**config.mk**
```make
export PLATFORM = sky130hd
export DESIGN_NAME = muldiv_seq_flat
export DESIGN_NICKNAME = d
export VERILOG_FILES = /design/src/rtl/muldiv_if.sv /design/src/rtl/muldiv_seq.sv /design/src/flat_wrapper.sv
export SDC_FILE = /design/constraint.sdc
export NUM_CORES = 1
export LEC_CHECK = 0
export BUFFER_PORTS_ARGS = -buffer_cell sky130_fd_sc_hd__buf_4
export CORE_MARGIN = 1
export CORE_UTILIZATION = 53
export DETAILED_ROUTE_END_ITERATION = 6
export PLACE_DENSITY_LB_ADDON = 0.05
export SLEW_MARGIN = 25
export SYNTH_ARGS = -nofsm -noshare
export SYNTH_HDL_FRONTEND = slang
export SYNTH_SLANG_ARGS = --single-unit
```
**constraint.sdc**
```tcl
create_clock -name clk -period 19.04 [get_ports clk]
set_clock_uncertainty 0.05 [all_clocks]
set_input_delay 3.808 -clock clk [delete_from_list [all_inputs] [get_ports clk]]
set_output_delay 3.808 -clock clk [all_outputs]
set_load 0.05 [all_outputs]
```
**src/rtl/muldiv_if.sv**
```systemverilog
// Handshake and operand/result bundle between the control unit and the
// sequential multiply/divide unit.
interface muldiv_if #(parameter int WIDTH = 32);
  logic             start;
  logic [1:0]       op;
  logic [WIDTH-1:0] a;
  logic [WIDTH-1:0] b;
  logic             busy;
  logic             done;
  logic             div_zero;
  logic [WIDTH-1:0] hi;
  logic [WIDTH-1:0] lo;

  modport master (output start, op, a, b,
                  input  busy, done, div_zero, hi, lo);
  modport slave  (input  start, op, a, b,
                  output busy, done, div_zero, hi, lo);
endinterface

```
**src/rtl/muldiv_seq.sv**
```systemverilog
// Sequential MULT/MULTU/DIV/DIVU unit: magnitude shift-add multiply or
// restoring divide over WIDTH steps, then a single sign-fix cycle.
module muldiv_seq #(
  parameter int WIDTH = 32
) (
  input  logic   clk,
  input  logic   reset,
  muldiv_if.slave bus
);
  localparam logic [1:0] IDLE = 2'd0;
  localparam logic [1:0] RUN  = 2'd1;
  localparam logic [1:0] FIX  = 2'd2;

  logic [1:0]         state;
  logic [WIDTH-1:0]   cnt;
  logic [1:0]         op_q;
  logic               sa, sb;
  logic [WIDTH-1:0]   m;
  logic [2*WIDTH-1:0] acc;
  logic [WIDTH-1:0]   hi_q, lo_q;
  logic               done_q, dz_q;

  // Operand magnitudes; op[0]=0 selects the signed variants.
  logic             a_neg, b_neg;
  logic [WIDTH-1:0] mag_a, mag_b;
  assign a_neg = ~bus.op[0] & bus.a[WIDTH-1];
  assign b_neg = ~bus.op[0] & bus.b[WIDTH-1];
  assign mag_a = a_neg ? -bus.a : bus.a;
  assign mag_b = b_neg ? -bus.b : bus.b;

  // Multiply step: conditionally add multiplicand to upper half, shift right.
  logic [WIDTH:0] msum;
  assign msum = {1'b0, acc[2*WIDTH-1:WIDTH]} +
                {1'b0, (acc[0] ? m : {WIDTH{1'b0}})};

  // Divide step: remainder in upper half, dividend shifting out / quotient in.
  logic [WIDTH:0]   shl;
  logic [WIDTH+1:0] diff;
  logic             dneg;
  assign shl  = {acc[2*WIDTH-1:WIDTH], acc[WIDTH-1]};
  assign diff = {1'b0, shl} - {2'b0, m};
  assign dneg = diff[WIDTH+1];

  logic [2*WIDTH-1:0] step_nxt;
  always_comb begin
    step_nxt = {msum, acc[WIDTH-1:1]};
    if (op_q[1])
      step_nxt = {(dneg ? shl[WIDTH-1:0] : diff[WIDTH-1:0]), acc[WIDTH-2:0], ~dneg};
  end

  // Sign correction applied in FIX.
  logic               sgn;
  logic [2*WIDTH-1:0] prod_fix;
  logic [WIDTH-1:0]   q_fix, r_fix;
  assign sgn      = ~op_q[0];
  assign prod_fix = (sgn & (sa ^ sb)) ? -acc : acc;
  assign q_fix    = (sgn & (sa ^ sb)) ? -acc[WIDTH-1:0] : acc[WIDTH-1:0];
  assign r_fix    = (sgn & sa) ? -acc[2*WIDTH-1:WIDTH] : acc[2*WIDTH-1:WIDTH];

  always_ff @(posedge clk or posedge reset) begin
    if (reset) begin
      state  <= IDLE;
      cnt    <= '0;
      op_q   <= '0;
      sa     <= 1'b0;
      sb     <= 1'b0;
      m      <= '0;
      acc    <= '0;
      hi_q   <= '0;
      lo_q   <= '0;
      done_q <= 1'b0;
      dz_q   <= 1'b0;
    end else begin
      done_q <= 1'b0;
      dz_q   <= 1'b0;
      case (state)
        IDLE: if (bus.start) begin
          if (bus.op[1] && bus.b == '0) begin
            done_q <= 1'b1;
            dz_q   <= 1'b1;
          end else begin
            op_q  <= bus.op;
            sa    <= a_neg;
            sb    <= b_neg;
            m     <= bus.op[1] ? mag_b : mag_a;
            acc   <= {{WIDTH{1'b0}}, (bus.op[1] ? mag_a : mag_b)};
            cnt   <= '0;
            state <= RUN;
          end
        end
        RUN: begin
          acc <= step_nxt;
          cnt <= cnt + WIDTH'(1);
          if (cnt == WIDTH'(WIDTH-1)) state <= FIX;
        end
        FIX: begin
          if (op_q[1]) begin
            hi_q <= r_fix;
            lo_q <= q_fix;
          end else begin
            hi_q <= prod_fix[2*WIDTH-1:WIDTH];
            lo_q <= prod_fix[WIDTH-1:0];
          end
          done_q <= 1'b1;
          state  <= IDLE;
        end
        default: state <= IDLE;
      endcase
    end
  end

  assign bus.busy     = (state != IDLE);
  assign bus.done     = done_q;
  assign bus.div_zero = dz_q;
  assign bus.hi       = hi_q;
  assign bus.lo       = lo_q;
endmodule

```
**src/flat_wrapper.sv**
```systemverilog
// flat-port wrapper written by rule: the top's interface ports become plain ports
module muldiv_seq_flat 
#(
  parameter int WIDTH = 32
)
  (clk, reset, bus_start, bus_op, bus_a, bus_b, bus_busy, bus_done, bus_div_zero, bus_hi, bus_lo);
  muldiv_if #(.WIDTH(WIDTH)) bus_i ();
  input  logic clk;
  input  logic reset;
  input wire logic [$bits(bus_i.start)-1:0] bus_start;
  input wire logic [$bits(bus_i.op)-1:0] bus_op;
  input wire logic [$bits(bus_i.a)-1:0] bus_a;
  input wire logic [$bits(bus_i.b)-1:0] bus_b;
  output wire logic [$bits(bus_i.busy)-1:0] bus_busy;
  output wire logic [$bits(bus_i.done)-1:0] bus_done;
  output wire logic [$bits(bus_i.div_zero)-1:0] bus_div_zero;
  output wire logic [$bits(bus_i.hi)-1:0] bus_hi;
  output wire logic [$bits(bus_i.lo)-1:0] bus_lo;
  assign bus_i.start = bus_start;
  assign bus_i.op = bus_op;
  assign bus_i.a = bus_a;
  assign bus_i.b = bus_b;
  assign bus_busy = bus_i.busy;
  assign bus_done = bus_i.done;
  assign bus_div_zero = bus_i.div_zero;
  assign bus_hi = bus_i.hi;
  assign bus_lo = bus_i.lo;
  muldiv_seq #(.WIDTH(WIDTH)) u_core (.clk(clk), .reset(reset), .bus(bus_i));
endmodule
```
Word-level counts from Yosys, hierarchy flattened. Cells that the tools add are included. W data, S select, Z words.

Register bits after elaboration: 200. Logic and storage cells: 68. Output and inout port bits: 67.

Reduce and logical (&&, ||, !) cells: 8. Muxes and demuxes: 26. Add/subtract/negate cells: 8. Bitwise logic cells: 9. Equality and inequality tests: 6.

Operators with widths (number): $mux W32 (12); $mux W64 (4); $neg A32 Y32 (4); $pmux W64 S2 (1); $neg A64 Y64 (1); $pmux W32 S2 (1); $sub A33 B32 Y34 (1); $add A32 B32 Y33 (1); $add A32 B1 Y32 const B (1); $eq A32 B5 Y1 const B (1); $logic_not A32 Y1 (1); $reduce_and A3 Y1 (3); $mux W2 (3); $and A1 B1 Y1 (4); $ne A2 B2 Y1 const B (2); $not A1 Y1 (4); $pmux W2 S2 (1); $reduce_bool A2 Y1 (2); $mux W1 (3); $eq A2 B1 Y1 const B (1); $eq A2 B2 Y1 const B (1); $logic_not A2 Y1 (1); $ne A2 B1 Y1 const B (1); $pmux W1 S2 (1); other kinds (2) (2).

Longest topological paths before layout. Gate-level depths: netlist of run 1.

Depth in word-level cells: 7. Gate-level depth with buffers: 14.

Worst setup path after synthesis of run 1. OpenSTA, ideal clock, no wires.

Path kind: input to register. Start point: input bus_b[24]. End point: register u_core.acc[10]. Stages: 10. Slack: 12681 ps. Data arrival time: 6172 ps. Required time: 18853 ps. Path buffers: 2. Library setup time: 137 ps. Cells stage by stage: or4_1 or3_1 or4_4 nor4b_4 or3b_1 buf_2 buf_4 a211oi_1 a211oi_1 a21oi_1.

Cells in the longest elaborated chain, start to end: 4.

Ends and longest elaborated chain: start, declared (line flat_wrapper.sv:13) `input wire logic [$bits(bus_i.b)-1:0] bus_b;`; $logic_not A32 Y1 (line muldiv_seq.sv:78) `if (bus.op[1] && bus.b == '0) begin`; $logic_and A1 B1 Y1 (line muldiv_seq.sv:78); $ne A2 B2 Y1 (no source line); $reduce_and A3 Y1 (no source line); end signal, assigned (line muldiv_seq.sv:86) `acc <= {{WIDTH{1'b0}}, (bus.op[1] ? mag_a : mag_b)};`; end signal, assigned (line muldiv_seq.sv:92) `acc <= step_nxt;`; end, declared (line muldiv_seq.sv:19) `logic [2*WIDTH-1:0] acc;`.

No other way between the ends. A chain may end at the register's enable or synchronous reset.

Worst setup path after layout of run 1.
Start point: input bus_b[13]. End point: register u_core.acc[60].

Same word-level chain as after synthesis.

==> metrics.md, run 1 <==
| Metric | Value |
|---|---|
| Post-DP HPWL | 36.70 mm |
| CTS Hold Bufs | 0 |
| Worst Setup Start Kind | input pin |
| Adder-Cell Fraction of Synth Area | 0.05758 |
| Number of I/O pins | 136 |
| Reg-to-Reg Start | u_core.acc[0] |
| EDFF count, synth | 0 |
| Cell family with most CP delay | simple AND/OR/NAND/NOR gates |
| Tightest Pin Transition | 1.046 ns |
| Synth warn | 0 |
| Max-cap viol count | 0 |
| Clock root buffer | clkbuf_16 |
| Worst Setup End Kind | flip-flop |
| Final setup fails | 0 |
| Ys flop type | dfrtp_1 |
| Starting Density | 0.5422 |
| Total track usage | 0.3258 |
| Residual DRC | 1 |
| Main combinational cell family by area after synthesis | compound AO/OA/AOI/OAI gates |
| FF-to-FF path depth | 11 |
| Multiplexer share of the synthesized area | 0.03708 |
| CP Class | in2reg |
| WP data required | 19.36 ns |
| Crit path largest cell delay | a little over 0.6 ns |
| Clock buffer depth | 2 |
| CTS Buf Count | 17 |
| Post-Synthesis Cells | 1986 |
| CTS resizes | 0 |
| CORE AREA | 28940 µm² |
| # diodes | 0 |
| RSZ-0062 raised after global routing | no |
| Worst Path Max Fanout | 43 |
| Min cycle time layout | 6.846 ns |
| Flops & latches, synth | 200 |
| Initial antenna violation count | 0 |
| Slew Viols, Final | 0 |
| Reg-to-Reg End | u_core.acc[62] |
| Vias in the first global route | between 10k and 15k |
| P_leak | 7.697 nW |
| Placed cell areas | 16880 µm² |
| Peak supply drop | 0.1075 mV |
| Wire per inst | 19.93 µm |
| Die W | 174.1 µm |
| DRT antenna net count | 0 |
| HP Class | reg2reg |
| Gpl congestion | 0.8872 |
| Fmax | 0.1461 GHz |
| Area contributors post-synth | dfrtp_1 (32%), o21ai_0 (7.1%), xnor2_1 (6.1%) |
| Failing checks | DRC |
| Syn Area/Cell | 7.900 µm² |
| Gr ovfl total | 0 |
| Mapped cell area | 15690 µm² |
| CTS tree | done |
| Mapped Nets | 2126 |
| Skew-Pair Late Insertion Delay | 0.45 ns |
| XOR/XNOR Fraction of Synth Area | 0.09267 |
| Row count | between 60 and 70 |
| Pre-antenna DRT Iters | 7 |
| Port buffer count | 135 |
| Fin area | 17470 µm² |
| Synth cell types | 76 |
| Critical Path Start | bus_b[13] |
| Final #Nets | roughly 2.2k |
| Total wire length | 48.65 mm |
| Pwr dens | 181.3 nW/µm² |
| Post-CTS Setup Bufs | 0 |
| P&R area growth vs syn | 11.36% |
| Area leader, netlist | dfrtp_1 |
| Iteration-0 DRC count of the detailed router | 1336 |
| Worst relative slew slack | 0.3027 |
| Sequential-to-total area share from yosys stat | 0.3190 |
| First-pass GRT wire length | 77.78 mm |
| Critical path cell sequence | buf_4, or4_1, or4_1, and4bb_2, nor4b_4, nor3b_2, nor2_4, buf_4, a211oi_1, mux2_2, a21oi_1 |
| Clk slew on worst S/H paths | ~0.08 ns |
| Simple-gate share of the synthesized area | 0.2032 |
| Via count | 15.02k |
| Final hold slack | 0.4315 ns |
| Commonest cells after routing, fill and taps aside | nand2_1 (227), o21ai_0 (221), dfrtp_1 (199) |
| Crit path capture | u_core.acc[60] |
| Status | finished, violations left |
| Buf/Inv on CP | 2 |
| Final period utilization | 0.3595 |
| Most common cell after layout, fill and taps aside | nand2_1 |
| Synth top area share | 0.3190 |
| Die H | 174.1 µm |
| Sink Count | 200 |
| Post-synthesis compound-gate area fraction | 0.2445 |
| Layout cell share with drive strength beyond 1 | 0.1045 |
| Largest net degree at the start of global routing | 124 |
| Slowest stage cell on the critical path | or4_1 |
| CP arrival | between 7 and 8 ns |
| Final hold violations | 0 |
| Die area | roughly 30000 µm² |
| Htree depth | 4 |
| Async set-reset flop share out of synthesis | 1.000 |
| Vias per Instance | 6.154 |
| Reg2Reg Setup Slack | 14.56 ns |
| Setup TNS | 0 ns |
| Critical path depth | 11 |
metrics by stage:
step | total power, mW | worst slack [ns] | utilization | instances
2_1_floorplan | 2.245 | 9.728 | - | 1986
3_3_place_gp | 2.730 | 11.56 | 0.5832 | 2409
3_5_place_dp | 2.766 | 11.74 | 0.5832 | 2409
4_1_cts | 3.143 | 12.19 | 0.6036 | 2441
5_1_grt | 3.405 | 12.02 | 0.6038 | 2441
6_report | 3.167 | 12.19 | 0.6038 | 2441
tightest hold or removal path, stage by stage (launching register included):
cell,delay [ns]
dfrtp_1,0.35
nand2_1,0.04
o21ai_0,0.06
cells in the mapped netlist, drive strengths merged, types with 30 or more instances:
library cell	n
xor2	57
o21ai	241
nor2	188
dfrtp	200
nand2	228
nor3	51
a21oi	147
mux2i	48
clkbuf	88
inv	71
nand3	44
xnor2	109
a31oi	30
a21o	35
a211oi	57
ha	69
flip-flops by register name, summed over array words and instances, names as in the netlist:
name / flops
u_core.m: 32
u_core.acc: 64
u_core.sb: 1
u_core.bus.hi: 32
u_core.bus.div_zero: 1
u_core.cnt: 32
u_core.state: 2
u_core.bus.done: 1
u_core.op_q: 2
u_core.bus.lo: 32
u_core.sa: 1
power breakdown:
part | switching (mW) | internal [mW] | leakage (nW)
sequential | 0.258 | 0.583 | 2.44
clock | 0.192 | 0.179 | 0.285
combinational | 1.16 | 0.791 | 4.97
metal layers:
layer  wire length [µm]  vias to the layer above  GRT usage  part of all wire
met5                  0                        -          0                 0
met4               1272                        0    0.09576             0.026
met3               3299                       63    0.05577             0.068
met2              20760                      498     0.4838              0.43
met1              23310                     7198     0.4820              0.48
li1                   -                     7263          -                 -
how the worst min path moves through the flow:
stage	start	endpoint	cells after the start
floorplan	u_core.m[25]	u_core.m[25]	1
global placement	u_core.bus.hi[25]	u_core.bus.hi[25]	2
detailed placement	u_core.bus.lo[15]	u_core.bus.lo[15]	2
CTS	u_core.bus.hi[30]	u_core.bus.hi[30]	2
global route	u_core.bus.hi[8]	u_core.bus.hi[8]	2
finish	u_core.bus.lo[13]	u_core.bus.lo[13]	2
final cells by class:
class / instances / area (µm²)
clock inverter: 14 / 148.9
clock buffer: 18 / 439.2
multi-input combinational: 1604 / 9995
fill: 2725 / 11460
sequential: 200 / 5009
timing repair buffer: 150 / 1126
inverter: 71 / 274.0
tap: 384 / 480.5
cells by family (layout without fill, tap and decap cells):
logic type	count (synthesis)	after routing
buffers and inverters	182	253
XOR/XNOR	166	166
flip-flops	200	200
AND/OR/NAND/NOR	678	678
multiplexers	57	57
adder cells (fa/ha/maj)	71	71
AO/OA/AOI/OAI	632	632
Power figures use the tool's default switching activity.
==> run 2, diff against run 1 <==
==> constraint.sdc (replaced) <==
create_clock -name clk -period 6.7 [get_ports clk]
set_clock_uncertainty 0.05 [all_clocks]
set_input_delay 1.34 -clock clk [delete_from_list [all_inputs] [get_ports clk]]
set_output_delay 1.34 -clock clk [all_outputs]
set_load 0.05 [all_outputs]
==> run 2 against run 1 <==
- the flow now finishes without violations
- sequential power rose to 2.8 times the previous value
- die area did not move
- critical path type unchanged
- clock power rose to 2.8 times the previous value
- critical endpoint is now u_core.acc[12]
- final cell count rose by 0.12%
- utilization barely moved
- wire length rose by 0.35%
- highest routed layer unchanged
- largest cell class unchanged
==> metrics.md, run 2 (synthesis gave the netlist of run 1 again) <==
| Metric | Value |
|---|---|
| Port buffer count | approximately 140 |
| Fin util | 0.6039 |
| P_leak | 7.706 nW |
| Reg2Reg Setup Slack | 2.30 ns |
| Vias per Instance | 6.128 |
| Post-Layout Cell Count | about 2.4k |
| Skew-Pair Late Insertion Delay | 0.45 ns |
| Post-route setup slack | 2.210 ns |
| Worst Setup End Kind | flip-flop |
| Die area | 30290 µm² |
| Critical path depth | 10 |
| Hold path depth | 2 |
| Most common cell after layout, fill and taps aside | nand2_1 |
| Cell family with most CP delay | simple AND/OR/NAND/NOR gates |
| CTS Hold Bufs | 0 |
| Residual DRC | 0 |
| Worst Setup Start Kind | input pin |
| Reg-to-Reg End | u_core.acc[50] |
| Row count | 62 |
| Biggest register | u_core.acc |
| Wire per inst | 19.97 µm |
| Dpl ws | 1.811 ns |
| CTS resizes | 0 |
| CTS tree | done |
| Tot Pwr | 8.989 mW |
| Layout cell share with drive strength beyond 1 | 0.1053 |
| Htree depth | 4 |
| CP arrival | 4.73 ns |
| Starting Density | 0.5422 |
| Gpl congestion | ~0.98 |
| Pre-antenna DRT Iters | 5 |
| Final hold slack | ~0.43 ns |
| Post-CTS Setup Bufs | 0 |
| Dpl cells | 2412 |
| Gr ovfl total | 0 |
| Commonest cells after routing, fill and taps aside | nand2_1 (227), o21ai_0 (221), dfrtp_1 (199) |
| Top layer in use | met4 |
| Max FFs per register | between 60 and 70 |
| DRT antenna net count | 0 |
| Final period utilization | 0.6701 |
| Setup TNS | 0 ns |
| Hold Path Origin | u_core.bus.hi[30] |
| Crit path capture | u_core.acc[12] |
| Slowest stage cell on the critical path | or4_1 |
| Final #Nets | 2187 |
| Final setup fails | 0 |
| Iteration-0 DRC count of the detailed router | 1459 |
| Worst Path Max Fanout | 27 |
| CTS Buf Count | 17 |
| CP Class | in2reg |
| Critical Path Start | bus_b[13] |
| Total track usage | 0.3262 |
| P&R area growth vs syn | 11.38% |
| Min cycle time layout | 4.490 ns |
| Total wire length | 48.82 mm |
| Met2 WL post-DR | roughly 21 mm |
| Clk slew on worst S/H paths | 0.08 ns |
| Reg-to-Reg Start | u_core.acc[32] |
| Largest net degree at the start of global routing | roughly 130 |
| FF-to-FF path depth | 10 |
| Pwr dens | 514.4 nW/µm² |
| WP data required | 6.94 ns |
| Tightest Pin Transition | 0.9891 ns |
| Status | complete, no violations |
| CORE AREA | 28940 µm² |
| Vias in the first global route | 13.93k |
| Worst relative slew slack | 0.3392 |
| Buf/Inv on CP | 2 |
| Final hold violations | 0 |
| Critical path cell sequence | buf_4, or4_1, or4_1, and4bb_2, nor4b_4, or3b_2, buf_4, a211oi_1, a211oi_1, a21oi_1 |
| RSZ-0062 raised after global routing | no |
| Crit path largest cell delay | 0.63 ns |
| Die W | 174.1 µm |
| Placed cell areas | roughly 17000 µm² |
| Via count | 14.98k |
| Clock buffer depth | 2 |
| Slew Viols, Final | 0 |
| HP Class | reg2reg |
| Max-cap viol count | 0 |
| Fmax | 0.2227 GHz |
| Die H | 174.1 µm |
| First-pass GRT wire length | 77.76 mm |
| Post-DP HPWL | roughly 37 mm |
| Initial antenna violation count | 0 |
| Sink Count | 200 |
| Fin area | roughly 17000 µm² |
| DRT met1 WL | 22.75 mm |
| WL met3 | 3.407 mm |
| Peak supply drop | 0.2926 mV |
| # diodes | 0 |
| Clock root buffer | clkbuf_16 |
| Number of I/O pins | 136 |
run 2: worst min path at each step:
stage | endpoint | slack, ns
after floorplan | u_core.m[25] | 0.40
after global placement | u_core.bus.lo[16] | 0.41
after detailed placement | u_core.m[18] | 0.42
after CTS | u_core.m[18] | 0.44
after global routing | u_core.bus.hi[30] | 0.46
final | u_core.bus.hi[30] | 0.43
run 2: layer usage:
layer	GRT usage	vias up
met3	0.04615	75
met2	0.4910	568
met1	0.4758	7080
met4	0.1159	0
met5	0	-
li1	-	7255
run 2: cell type report:
cell class                      count  area, µm²
Fill cell                        2641      11460
Clock buffer                       18      429.2
Timing Repair Buffer              153       1156
Sequential cell                   200       5009
Clock inverter                     14      137.6
Inverter                           71      270.3
Multi-Input combinational cell   1604       9992
Tap cell                          384      480.5
run 2: tightest hold or removal path, stage by stage, from the launching register on:
cell     delay, ns
dfrtp_1       0.35
nand2_1       0.05
o21ai_0       0.06
run 2: where the power goes:
group | switching (mW) | total [mW] | internal [mW] | leakage [nW]
combinational | 3.30 | 5.55 | 2.25 | 4.98
sequential | 0.733 | 2.39 | 1.66 | 2.44
clock | 0.548 | 1.04 | 0.496 | 0.281
==> run 3, diff against run 2 <==
--- a/config.mk
+++ b/config.mk
@@ -5,6 +5,7 @@
 export SDC_FILE = /design/constraint.sdc
 export NUM_CORES = 1
 export LEC_CHECK = 0
+export ABC_AREA = 1
 export BUFFER_PORTS_ARGS = -buffer_cell sky130_fd_sc_hd__buf_4
 export CORE_MARGIN = 1
 export CORE_UTILIZATION = 53
==> constraint.sdc (replaced) <==
create_clock -name clk -period 3.97 [get_ports clk]
set_clock_uncertainty 0.05 [all_clocks]
set_input_delay 0.794 -clock clk [delete_from_list [all_inputs] [get_ports clk]]
set_output_delay 0.794 -clock clk [all_outputs]
set_load 0.05 [all_outputs]
==> run 3 against run 2 <==
- combinational power is 94% lower
- clock power increased by 68%
- area after synthesis increased by 21%
- sequential power shrank 15%
- the run now ends with DRC left
- register-to-register slack lost 1.5 ns
- critical path depth increased by 5
- synthesized cell count increased by 59%
- first-iteration DRC count up 62%
==> metrics.md, run 3 <==
| Metric | Value |
|---|---|
| Async set-reset flop share out of synthesis | 1.000 |
| Worst Setup Start Kind | flip-flop |
| P_leak | 11.39 nW |
| Clock root buffer | clkbuf_16 |
| Final setup fails | 0 |
| Worst Path Max Fanout | 13 |
| Final period utilization | 0.8067 |
| Peak supply drop | 0.3359 mV |
| Die W | approximately 190 µm |
| RSZ-0062 raised after global routing | no |
| P&R area growth vs syn | 10.35% |
| Starting Density | 0.5371 |
| Synth cell types | 58 |
| Tightest Pin Transition | 0.9560 ns |
| Syn Area/Cell | roughly 6.0 µm² |
| Total track usage | 0.3824 |
| Min cycle time layout | 3.202 ns |
| Placed cell areas | 20420 µm² |
| Pwr dens | just under 200 nW/µm² |
| Post-route setup slack | roughly 0.77 ns |
| Skew-Pair Late Insertion Delay | approximately 0.47 ns |
| CTS Hold Bufs | 0 |
| Final #Nets | approximately 3.4k |
| Commonest cells in the netlist | nand2_1 (966), inv_1 (438), nand3_1 (375) |
| Vias in the first global route | 19.75k |
| Post-Layout Cell Count | 3724 |
| Slew Viols, Final | 0 |
| Total wire length | ~70 mm |
| Wire per inst | 18.69 µm |
| Most common cell after layout, fill and taps aside | nand2_1 |
| Area leader, netlist | dfrtp_1 |
| HP Class | in2async |
| Sink Count | 200 |
| # diodes | 0 |
| Worst relative slew slack | 0.3618 |
| CTS tree | done |
| Max FFs per register | 64 |
| Final hold slack | 0.3739 ns |
| Vias per Instance | 5.780 |
| WP data required | 4.23 ns |
| Via count | 21.52k |
| Synth warn | 0 |
| EDFF count, synth | 0 |
| Fin util | 0.5927 |
| Ys flop type | dfrtp_1 |
| CORE AREA | approximately 35000 µm² |
| CTS Buf Count | 17 |
| Clock buffer depth | 2 |
| Tot Pwr | 4.133 mW |
| Synth top area share | 0.2632 |
| Die H | 191.4 µm |
| Gpl congestion | 1.048 |
| Clk slew on worst S/H paths | around 0.08 ns |
| Post-CTS Setup Bufs | 0 |
| Iteration-0 DRC count of the detailed router | 2358 |
| Max-cap viol count | 0 |
| Count leader, synth | nand2_1 |
| First-pass GRT wire length | 108.3 mm |
| Mapped cell area | 19010 µm² |
| Commonest cells after routing, fill and taps aside | nand2_1 (966), inv_1 (435), nand3_1 (375) |
| Reg2Reg Setup Slack | about 0.77 ns |
| Port buffer count | 135 |
| Flops & latches, synth | 200 |
| Biggest register | u_core.acc |
| Status | finished, violations left |
| Pre-antenna DRT Iters | 7 |
| Dpl cells | 3693 |
| Fillers | roughly 3.5k |
| CTS resizes | 0 |
| Fin area | 20980 µm² |
| Mapped Nets | between 3k and 4k |
| Fmax | 0.3123 GHz |
| Htree depth | 4 |
| Worst Setup End Kind | flip-flop |
| Gr ovfl total | 0 |
| Setup TNS | 0 ns |
| Row count | just under 70 |
| CP Class | reg2reg |
| Residual DRC | 3 |
| DRT antenna net count | 0 |
| Sequential-to-total area share from yosys stat | 0.2632 |
| CP arrival | between 3 and 4 ns |
| Post-Synthesis Cells | 3161 |
| Post-DP HPWL | between 50 and 60 mm |
| Number of I/O pins | between 100 and 150 |
| Initial antenna violation count | 0 |
| Largest net degree at the start of global routing | 83 |
| Layout cell share with drive strength beyond 1 | 0.08367 |
| Area contributors post-synth | dfrtp_1 (26%), nand2_1 (19%), nand3_1 (9.9%) |
| Final hold violations | 0 |
| Die area | 36630 µm² |
| Dpl ws | 0.7192 ns |
| Failing checks | DRC |
[run 3: cell count changes after synthesis, moves of 57 or more]
| cell | previous run | this run |
|---|---|---|
| nand2_1 | 227 | 966 |
| inv_1 | 71 | 438 |
| nand3_1 | 44 | 375 |
| nor2_1 | 187 | 327 |
| xnor2_1 | 109 | 17 |
| a211oi_1 | 57 | 0 |
[run 3: layout make-up]
type,instances,area [µm²],area share
Tap cell,461,576.8,0.02749
Timing Repair Buffer,166,1284,0.06119
Clock buffer,19,432.9,0.02064
Multi-Input combinational cell,2416,11860,0.5653
Clock inverter,12,122.6,0.005845
Sequential cell,200,5006,0.2386
Inverter,450,1697,0.08087
[run 3: cell families after synthesis]
family          after synthesis  synth area share
compound gates              410            0.1171
xor+xnor                     89           0.04100
fa+ha+maj                    71           0.04752
buf+inv                     545            0.1133
flops                       200            0.2632
mux                           2          0.001053
simple gates               1844            0.4167
[run 3: worst max-delay path, stage by stage, from the launching register on]
cell	delay (ns)
dfrtp_1	0.52
buf_4	0.25
nand2_1	0.09
inv_1	0.09
ha_1	0.36
nand2_1	0.13
nor2_1	0.37
nand3_1	0.29
nand3_1	0.24
nand2_1	0.09
nand3_1	0.07
nand2_1	0.05
nor2_1	0.17
nor2_1	0.06
nand3_1	0.13
o21ai_0	0.09
[run 3: worst paths after layout]
path	end	cells past startpoint	start
worst max-delay path	u_core.acc[48]	15	u_core.acc[0]
worst min-delay path	u_core.bus.hi[30]	2	reset
worst max register to register	u_core.acc[48]	15	u_core.acc[0]
worst min register to register	u_core.bus.hi[14]	2	u_core.bus.hi[14]
max in group asynchronous	u_core.op_q[1]	3	reset
min in group clk	u_core.bus.hi[14]	2	u_core.bus.hi[14]
[run 3: layer usage]
metal / wire length (µm) / global-route usage
met3: 5983 / 0.05563
met1: 29160 / 0.5063
met5: 0 / 0
met4: 4040 / 0.2106
met2: 30420 / 0.5978
[run 3: report_power, final]
| part | total, mW | internal (mW) | switching [mW] |
|---|---|---|---|
| Clock | 1.75 | 0.838 | 0.911 |
| Sequential | 2.04 | 2.04 | 0 |
| Combinational | 0.350 | 0.117 | 0.233 |
| Total | 4.13 | 2.99 | 1.14 |
